<file path="src/rtl/mmio_st_bridge_if.sv">
// Core/memory-side signal bundle for the MMIO store bridge.
// The bridge takes the slave view; the core and memory together take the master view.
interface mmio_st_bridge_if #(
    parameter int n = 8
);
    logic         st_en;
    logic [n-1:0] st_addr;
    logic [n-1:0] st_data;
    logic [n-1:0] ld_addr;
    logic [n-1:0] ld_data;
    logic         mem_wr_en;
    logic [n-1:0] mem_wr_addr;
    logic [n-1:0] mem_wr_data;
    logic [n-1:0] mem_ld_addr;
    logic [n-1:0] mem_ld_data;
    logic         halted;
    logic [n-1:0] exit_code;

    modport slave (
        input  st_en, st_addr, st_data, ld_addr, mem_ld_data,
        output ld_data, mem_wr_en, mem_wr_addr, mem_wr_data, mem_ld_addr,
               halted, exit_code
    );

    modport master (
        output st_en, st_addr, st_data, ld_addr, mem_ld_data,
        input  ld_data, mem_wr_en, mem_wr_addr, mem_wr_data, mem_ld_addr,
               halted, exit_code
    );
endinterface

</file>
<file path="src/rtl/mmio_st_bridge.sv">
// Store/load bridge between the core and memory that claims the top five
// addresses as registers: exit/halt, cycle counter, store counter and scratch.
module mmio_st_bridge #(
    parameter int n           = 8,
    parameter int CNT_W       = 16,
    parameter bit HALT_BLOCKS = 1'b1
) (
    input logic              clk,
    input logic              reset,
    mmio_st_bridge_if.slave  bus
);
    typedef enum logic {
        ST_RUN,
        ST_HALTED
    } state_t;

    localparam int WIDE_W = 2 * n;

    localparam logic [n-1:0] ADDR_EXIT    = {n{1'b1}};
    localparam logic [n-1:0] ADDR_CYC_LO  = ADDR_EXIT - n'(1);
    localparam logic [n-1:0] ADDR_CYC_HI  = ADDR_EXIT - n'(2);
    localparam logic [n-1:0] ADDR_STCNT   = ADDR_EXIT - n'(3);
    localparam logic [n-1:0] ADDR_SCRATCH = ADDR_EXIT - n'(4);

    state_t           state_q, state_d;
    logic [n-1:0]     exit_code_q, exit_code_d;
    logic [CNT_W-1:0] cyc_q, cyc_d;
    logic [n-1:0]     stcnt_q, stcnt_d;
    logic [n-1:0]     scratch_q, scratch_d;

    logic              halted;
    logic              halt_block;
    logic              st_hit;
    logic              mmio_wr;
    logic              mem_wr_en;
    logic [WIDE_W-1:0] cyc_wide;

    assign halted     = (state_q == ST_HALTED);
    assign halt_block = halted & HALT_BLOCKS;
    assign st_hit     = (bus.st_addr >= ADDR_SCRATCH);
    assign mem_wr_en  = bus.st_en & ~st_hit & ~halt_block;
    assign mmio_wr    = bus.st_en & st_hit & ~halt_block;
    assign cyc_wide   = WIDE_W'(cyc_q);

    assign bus.mem_wr_en   = mem_wr_en;
    assign bus.mem_wr_addr = bus.st_addr;
    assign bus.mem_wr_data = bus.st_data;
    assign bus.mem_ld_addr = bus.ld_addr;
    assign bus.halted      = halted;
    assign bus.exit_code   = exit_code_q;

    always_comb begin
        state_d     = state_q;
        exit_code_d = exit_code_q;
        cyc_d       = cyc_q;
        stcnt_d     = stcnt_q;
        scratch_d   = scratch_q;

        case (state_q)
            ST_RUN: begin
                cyc_d = cyc_q + CNT_W'(1);
                if (bus.st_en && bus.st_addr == ADDR_EXIT) begin
                    state_d     = ST_HALTED;
                    exit_code_d = bus.st_data;
                end
            end
            ST_HALTED: begin
                state_d = ST_HALTED;
            end
            default: begin
                state_d = ST_RUN;
            end
        endcase

        if (mem_wr_en && stcnt_q != {n{1'b1}}) begin
            stcnt_d = stcnt_q + n'(1);
        end

        // Register clears take priority over the free-running increment.
        if (mmio_wr) begin
            case (bus.st_addr)
                ADDR_CYC_LO,
                ADDR_CYC_HI:  cyc_d     = '0;
                ADDR_STCNT:   stcnt_d   = '0;
                ADDR_SCRATCH: scratch_d = bus.st_data;
                default:      ;
            endcase
        end
    end

    always_ff @(posedge clk or negedge reset) begin
        if (!reset) begin
            state_q     <= ST_RUN;
            exit_code_q <= '0;
            cyc_q       <= '0;
            stcnt_q     <= '0;
            scratch_q   <= '0;
        end else begin
            state_q     <= state_d;
            exit_code_q <= exit_code_d;
            cyc_q       <= cyc_d;
            stcnt_q     <= stcnt_d;
            scratch_q   <= scratch_d;
        end
    end

    always_comb begin
        case (bus.ld_addr)
            ADDR_EXIT:    bus.ld_data = exit_code_q;
            ADDR_CYC_LO:  bus.ld_data = cyc_wide[n-1:0];
            ADDR_CYC_HI:  bus.ld_data = cyc_wide[WIDE_W-1:n];
            ADDR_STCNT:   bus.ld_data = stcnt_q;
            ADDR_SCRATCH: bus.ld_data = scratch_q;
            default:      bus.ld_data = bus.mem_ld_data;
        endcase
    end
endmodule

</file>
<file path="src/flat_wrapper.sv">
// flat-port wrapper written by rule: the top's interface ports become plain ports
module mmio_st_bridge_flat 
#(
    parameter int n           = 8,
    parameter int CNT_W       = 16,
    parameter bit HALT_BLOCKS = 1'b1
)
  (clk, reset, bus_st_en, bus_st_addr, bus_st_data, bus_ld_addr, bus_mem_ld_data, bus_ld_data, bus_mem_wr_en, bus_mem_wr_addr, bus_mem_wr_data, bus_mem_ld_addr, bus_halted, bus_exit_code);
  mmio_st_bridge_if #(.n(n)) bus_i ();
  input logic clk;
  input logic reset;
  input wire logic [$bits(bus_i.st_en)-1:0] bus_st_en;
  input wire logic [$bits(bus_i.st_addr)-1:0] bus_st_addr;
  input wire logic [$bits(bus_i.st_data)-1:0] bus_st_data;
  input wire logic [$bits(bus_i.ld_addr)-1:0] bus_ld_addr;
  input wire logic [$bits(bus_i.mem_ld_data)-1:0] bus_mem_ld_data;
  output wire logic [$bits(bus_i.ld_data)-1:0] bus_ld_data;
  output wire logic [$bits(bus_i.mem_wr_en)-1:0] bus_mem_wr_en;
  output wire logic [$bits(bus_i.mem_wr_addr)-1:0] bus_mem_wr_addr;
  output wire logic [$bits(bus_i.mem_wr_data)-1:0] bus_mem_wr_data;
  output wire logic [$bits(bus_i.mem_ld_addr)-1:0] bus_mem_ld_addr;
  output wire logic [$bits(bus_i.halted)-1:0] bus_halted;
  output wire logic [$bits(bus_i.exit_code)-1:0] bus_exit_code;
  assign bus_i.st_en = bus_st_en;
  assign bus_i.st_addr = bus_st_addr;
  assign bus_i.st_data = bus_st_data;
  assign bus_i.ld_addr = bus_ld_addr;
  assign bus_i.mem_ld_data = bus_mem_ld_data;
  assign bus_ld_data = bus_i.ld_data;
  assign bus_mem_wr_en = bus_i.mem_wr_en;
  assign bus_mem_wr_addr = bus_i.mem_wr_addr;
  assign bus_mem_wr_data = bus_i.mem_wr_data;
  assign bus_mem_ld_addr = bus_i.mem_ld_addr;
  assign bus_halted = bus_i.halted;
  assign bus_exit_code = bus_i.exit_code;
  mmio_st_bridge #(.n(n), .CNT_W(CNT_W), .HALT_BLOCKS(HALT_BLOCKS)) u_core (.clk(clk), .reset(reset), .bus(bus_i));
endmodule
</file>
<file path="config.mk">
export PLATFORM = sky130hd
export DESIGN_NAME = mmio_st_bridge_flat
export DESIGN_NICKNAME = d
export VERILOG_FILES = /design/src/rtl/mmio_st_bridge_if.sv /design/src/rtl/mmio_st_bridge.sv /design/src/flat_wrapper.sv
export SDC_FILE = /design/constraint.sdc
export NUM_CORES = 1
export LEC_CHECK = 0
export BUFFER_PORTS_ARGS = -buffer_cell sky130_fd_sc_hd__clkbuf_2
export CELL_PAD_IN_SITES_DETAIL_PLACEMENT = 0
export CELL_PAD_IN_SITES_GLOBAL_PLACEMENT = 1
export CORE_UTILIZATION = 35
export CTS_CLUSTER_SIZE = 8
export DETAILED_ROUTE_END_ITERATION = 8
export PLACE_DENSITY_LB_ADDON = 0.15
export SYNTH_ARGS = -nofsm -noshare
export SYNTH_HDL_FRONTEND = slang
export SYNTH_SLANG_ARGS = --single-unit
</file>
<file path="constraint.sdc">
create_clock -name clk -period 1.5 [get_ports clk]
set_input_delay 0.3 -clock clk [delete_from_list [all_inputs] [get_ports clk]]
set_output_delay 0.3 -clock clk [all_outputs]
set_load 0.02 [all_outputs]
</file>
## Word level (Yosys, flattened, before mapping)

Cells that the tools add are included.

| storage, ports and cells | value |
|---|---|
| output and inout port bits | 42 |
| logic and storage cells | 39 |
| bits in registers | 41 |

| operators by class | value |
|---|---|
| multiplexer cells | 9 |
| reductions and logical operators | 5 |
| $add $sub $neg | 2 |
| equal/unequal tests | 11 |
| bitwise logic cells | 6 |
| $lt $le $gt $ge | 1 |

Operators by type and width:

| operator | count |
|---|---|
| $eq 8x8->1 const B | 10 |
| $mux 16 | 3 |
| $pmux 8 s5 | 1 |
| $mux 8 | 3 |
| $add 16x1->16 const B | 1 |
| $add 8x1->8 const B | 1 |
| $ge 8x8->1 const B | 1 |
| $ne 8x8->1 const B | 1 |
| $and 1x1->1 | 4 |
| $reduce_and 2->1 | 2 |
| $logic_and 1x1->1 | 2 |
| $not 1->1 | 2 |
| $pmux 1 s2 | 1 |
| $reduce_or 2->1 | 1 |
| $mux 1 | 1 |

## Depth between registers and ports, before layout

| depth | value |
|---|---|
| depth after elaboration | 8 |
| gate-level depth with buffers | 6 |
| mapped depth without buffers | 5 |

## Worst setup path before layout

Ideal clock, no wire load.

| path | value |
|---|---|
| path kind | register -> register |
| start | reg u_core.state_q (netlist: u_core.bus.halted) |
| end | reg u_core.exit_code_q[0] (netlist: u_core.bus.exit_code[0]) |
| setup slack | -251 ps |
| library setup time | 125 ps |
| required time | 1375 ps |
| arrival | 1626 ps |
| cell stages (with the launch flop) | 6 |
| period minus slack after synthesis | 1751 ps |
| buffers on the path | 2 |
| cells stage by stage | dfrtp_1 > buf_6 > nand2b_1 > or3_1 > buf_6 > mux2_4 |

| between the ends | value |
|---|---|
| cells in the longest elaborated chain, start to end | 2 |

RTL lines:

| element | line | source |
|---|---|---|
| from (decl) | mmio_st_bridge.sv:25 | `state_t state_q, state_d;` |
| from (signal assigned) | mmio_st_bridge.sv:99 | `state_q <= state_d;` |
| $not 1->1 | -- |  |
| $reduce_and 2->1 (no source line) | -- |  |
| to (signal assigned) | mmio_st_bridge.sv:100 | `exit_code_q <= exit_code_d;` |
| to (decl) | mmio_st_bridge.sv:26 | `logic [n-1:0] exit_code_q, exit_code_d;` |

No other way between the ends.
A chain may end at the register's enable or synchronous reset.

## Worst setup path in the final report

| path | value |
|---|---|
| start | reg u_core.cyc_q[1] |
| end | out bus_ld_data[1] |

| between the ends | value |
|---|---|
| cells in the longest elaborated chain, start to end | 1 |

RTL lines:

| element | line | source |
|---|---|---|
| from (decl) | mmio_st_bridge.sv:27 | `logic [CNT_W-1:0] cyc_q, cyc_d;` |
| from (signal assigned) | mmio_st_bridge.sv:101 | `cyc_q <= cyc_d;` |
| $pmux 8 s5 | mmio_st_bridge.sv:108 | `case (bus.ld_addr)` |
| to (decl) | flat_wrapper.sv:17 | `output wire logic [$bits(bus_i.ld_data)-1:0] bus_ld_data;` |

No other way between the ends.

==> flow_metrics.tcl <==
set metrics [dict create \
    ant_nets 0 \
    cts_tree "done" \
    grt_pass1_wl_um 11600 \
    clkTransAtPathRegs_ns 0.08 \
    yosys_warnings 0 \
    nets 423 \
    placed_cell_area_mm2 0.00331 \
    worstPathArrival_ns 1.41 \
    relSlewSlack_pct 75.4 \
    skew_ns 0.00809 \
    crit_fanout 2 \
    dr.pass1.iters 4 \
    synth_edf_count 0 \
    clkSinkCount 41 \
    routed_wl_um 7460 \
    critical_path_class "register to primary output" \
    timing.final.crit_share_pct 114 \
    clock_latency_ns 0.30 \
    synthFlopType "dfrtp_1" \
    syn_area_mm2 0.00264 \
    pin_count 77 \
    worst_pin_slew_ns 0.366 \
    synthToLayoutAreaGrowth_pct 46.5 \
    hpwl_um 5340 \
    cts_buffers 5 \
    p_per_area_mw_per_mm2 1040 \
    drc 0 \
    grt_usage_pct 19.7 \
    drive_gt1_share_pct 53.9 \
    wl_per_cell_um 15.4 \
    grt_pass1_vias 2345 \
    violations "negative setup slack" \
    ys_seq_elements 41 \
    setup_ws_ns -0.206 \
    vias 2458 \
    status "finished, violations left" \
    preCtsSetupSlack_ns -0.236 \
    synthCells 268 \
    antenna_found_initial 0 \
    synth_area_per_cell_um2 9.84 \
    rows 31 \
    required_ns 1.20 \
    layout_common_cells "clkbuf_2, buf_4, dfrtp_1, nor2_1, mux2_4" \
    p_total_mw 4.00 \
    io_buffers 76 \
    root_buffer "clkbuf_8" \
    die-area_mm2 0.00788 \
    cp-start-kind "register" \
    overflow 0 \
    worst_hold_path_type "input pin to register" \
    p_leak_nw 1.81 \
    synthesis.nets 305 \
    utilization_pct 53.3 \
    ir_drop_uv 500 \
    die_w_um 88.8 \
    vias_per_cell 5.07 \
    rsz0062_at_grt "yes" \
    final_area_mm2 0.00386 \
    start_util_pct 36.3 \
    finalCriticalPeriod_ns 1.71 \
    cp_slowest_stage_delay_ns 0.40 \
    ys_types 47 \
    timing.hold.ws_ns 0.278 \
    drv_cap 0 \
    synthArstFlopShare_pct 100 \
    crit_chain "buf_6 -> mux2i_1 -> o21ai_1 -> o22a_1 -> clkbuf_8" \
    r2r_slack_ns -0.18 \
    timing.final.max_slew_violations 0 \
    fmax_mhz 586 \
    endpoint_kind "primary output" \
    finalHoldViolCount 0 \
    ctsLongestPathBuffers 2 \
    grt_max_degree 42 \
    die_y_um 88.8 \
    finalSetupViolations 27 \
    place.gp.congestion 0.821 \
    htreeDepth 2 \
    final_common_cell "clkbuf_2" \
    drtIter0Drc 134 \
    diodes 0 \
    seq_area_frac_synth_pct 38.9 \
    critPathSlowestCell "dfrtp_1" \
    core_mm2 0.00725 \
    fillers 697 \
]
[worst max-delay path: cells and delay by family, from the launching register on]
family	cells	cell delay, ns
compound gates	2	0.28
mux	1	0.14
flops	1	0.40
buf+inv	2	0.28
[logic make-up (layout without fill, tap and decap cells)]
logic type	Yosys count	count (layout)	share of synthesized area [%]
compound gates	60	60	14.8
xor+xnor	14	14	4.65
flops	41	41	38.9
mux	27	27	12.2
fa+ha+maj	2	2	0.949
buf+inv	40	158	9.87
simple gates	84	84	18.7
[where the power goes]
group | total [mW] | switching (mW) | internal, mW
clock | 0.888 | 0.403 | 0.485
combinational | 1.55 | 0.720 | 0.826
sequential | 1.56 | 0.234 | 1.33
[path summary, 6_finish.rpt]
check	from	end	cells after the start
max	u_core.cyc_q[1]	bus_ld_data[1]	5
min	bus_st_data[7]	u_core.bus.exit_code[7]	2
max reg2reg	u_core.stcnt_q[0]	u_core.stcnt_q[5]	7
min reg2reg	u_core.scratch_q[7]	u_core.scratch_q[7]	1
max in group asynchronous	reset	u_core.bus.halted	3
min in group asynchronous	reset	u_core.stcnt_q[4]	3
[sequential cells by signal (all words and copies together) (netlist names)]
signal                count
u_core.bus.halted         1
u_core.bus.exit_code      8
u_core.cyc_q             16
u_core.stcnt_q            8
u_core.scratch_q          8
[cell usage after synthesis (2+ instances only)]
library cell | number | area, µm²
nor2b_1 | 2 | 12.5
dfrtp_1 | 41 | 1030
nand2_1 | 12 | 45.0
or3_1 | 5 | 31.3
and4_1 | 2 | 17.5
nand3_1 | 9 | 45.0
xnor2_1 | 7 | 61.3
buf_2 | 4 | 20.0
nor3_1 | 7 | 35.0
xor2_1 | 7 | 61.3
o22a_1 | 8 | 70.1
and4b_1 | 2 | 20.0
buf_4 | 24 | 180
a22oi_1 | 8 | 60.1
inv_1 | 5 | 18.8
ha_1 | 2 | 25.0
nand2b_1 | 2 | 12.5
nor2_1 | 18 | 67.6
o22ai_1 | 8 | 50.1
mux2_4 | 8 | 120
mux2_2 | 8 | 90.1
and3_1 | 2 | 12.5
clkbuf_1 | 4 | 15.0
nand4_1 | 9 | 56.3
o21ai_0 | 22 | 110
a21oi_1 | 9 | 45.0
buf_6 | 2 | 22.5
nor4_1 | 2 | 12.5
mux2i_1 | 11 | 110
[layer usage]
| layer | wire (µm) | up-vias | track usage (%) |
|---|---|---|---|
| met2 | 3550 | 69 | 33.0 |
| met5 | 0 | - | 0 |
| met4 | 37 | 0 | 3.96 |
| met1 | 3570 | 1185 | 26.7 |
| li1 | - | 1200 | - |
| met3 | 311 | 4 | 3.64 |
[layout make-up]
cell class,instances,area (µm²),share of cell area (%)
clock buffers,5,68.8,1.78
clock inverters,2,35.0,0.907
inverters,6,22.5,0.583
multi-input cells,187,1540,40.0
flip-flops and latches,41,1030,26.8
well taps,99,124,3.21
repair buffers,145,1030,26.8
[through the flow]
stage,setup TNS (ns),cells
after floorplan,-1.73,268
after global placement,-4.34,452
after detailed placement,-4.82,452
after CTS,-2.85,475
after global routing,-4.54,485
final,-2.87,485
[what timing repair did]
action | in CTS | in global routing
hold buffers | 1 | 0
setup endpoints to repair | 21 | 49
setup buffers | 15 | 13
cloned | 0 | 0
pin swaps | 11 | 21
gates resized for setup | 29 | 49
hold endpoints to repair | 41 | 0
Power figures use the tool's default switching activity.
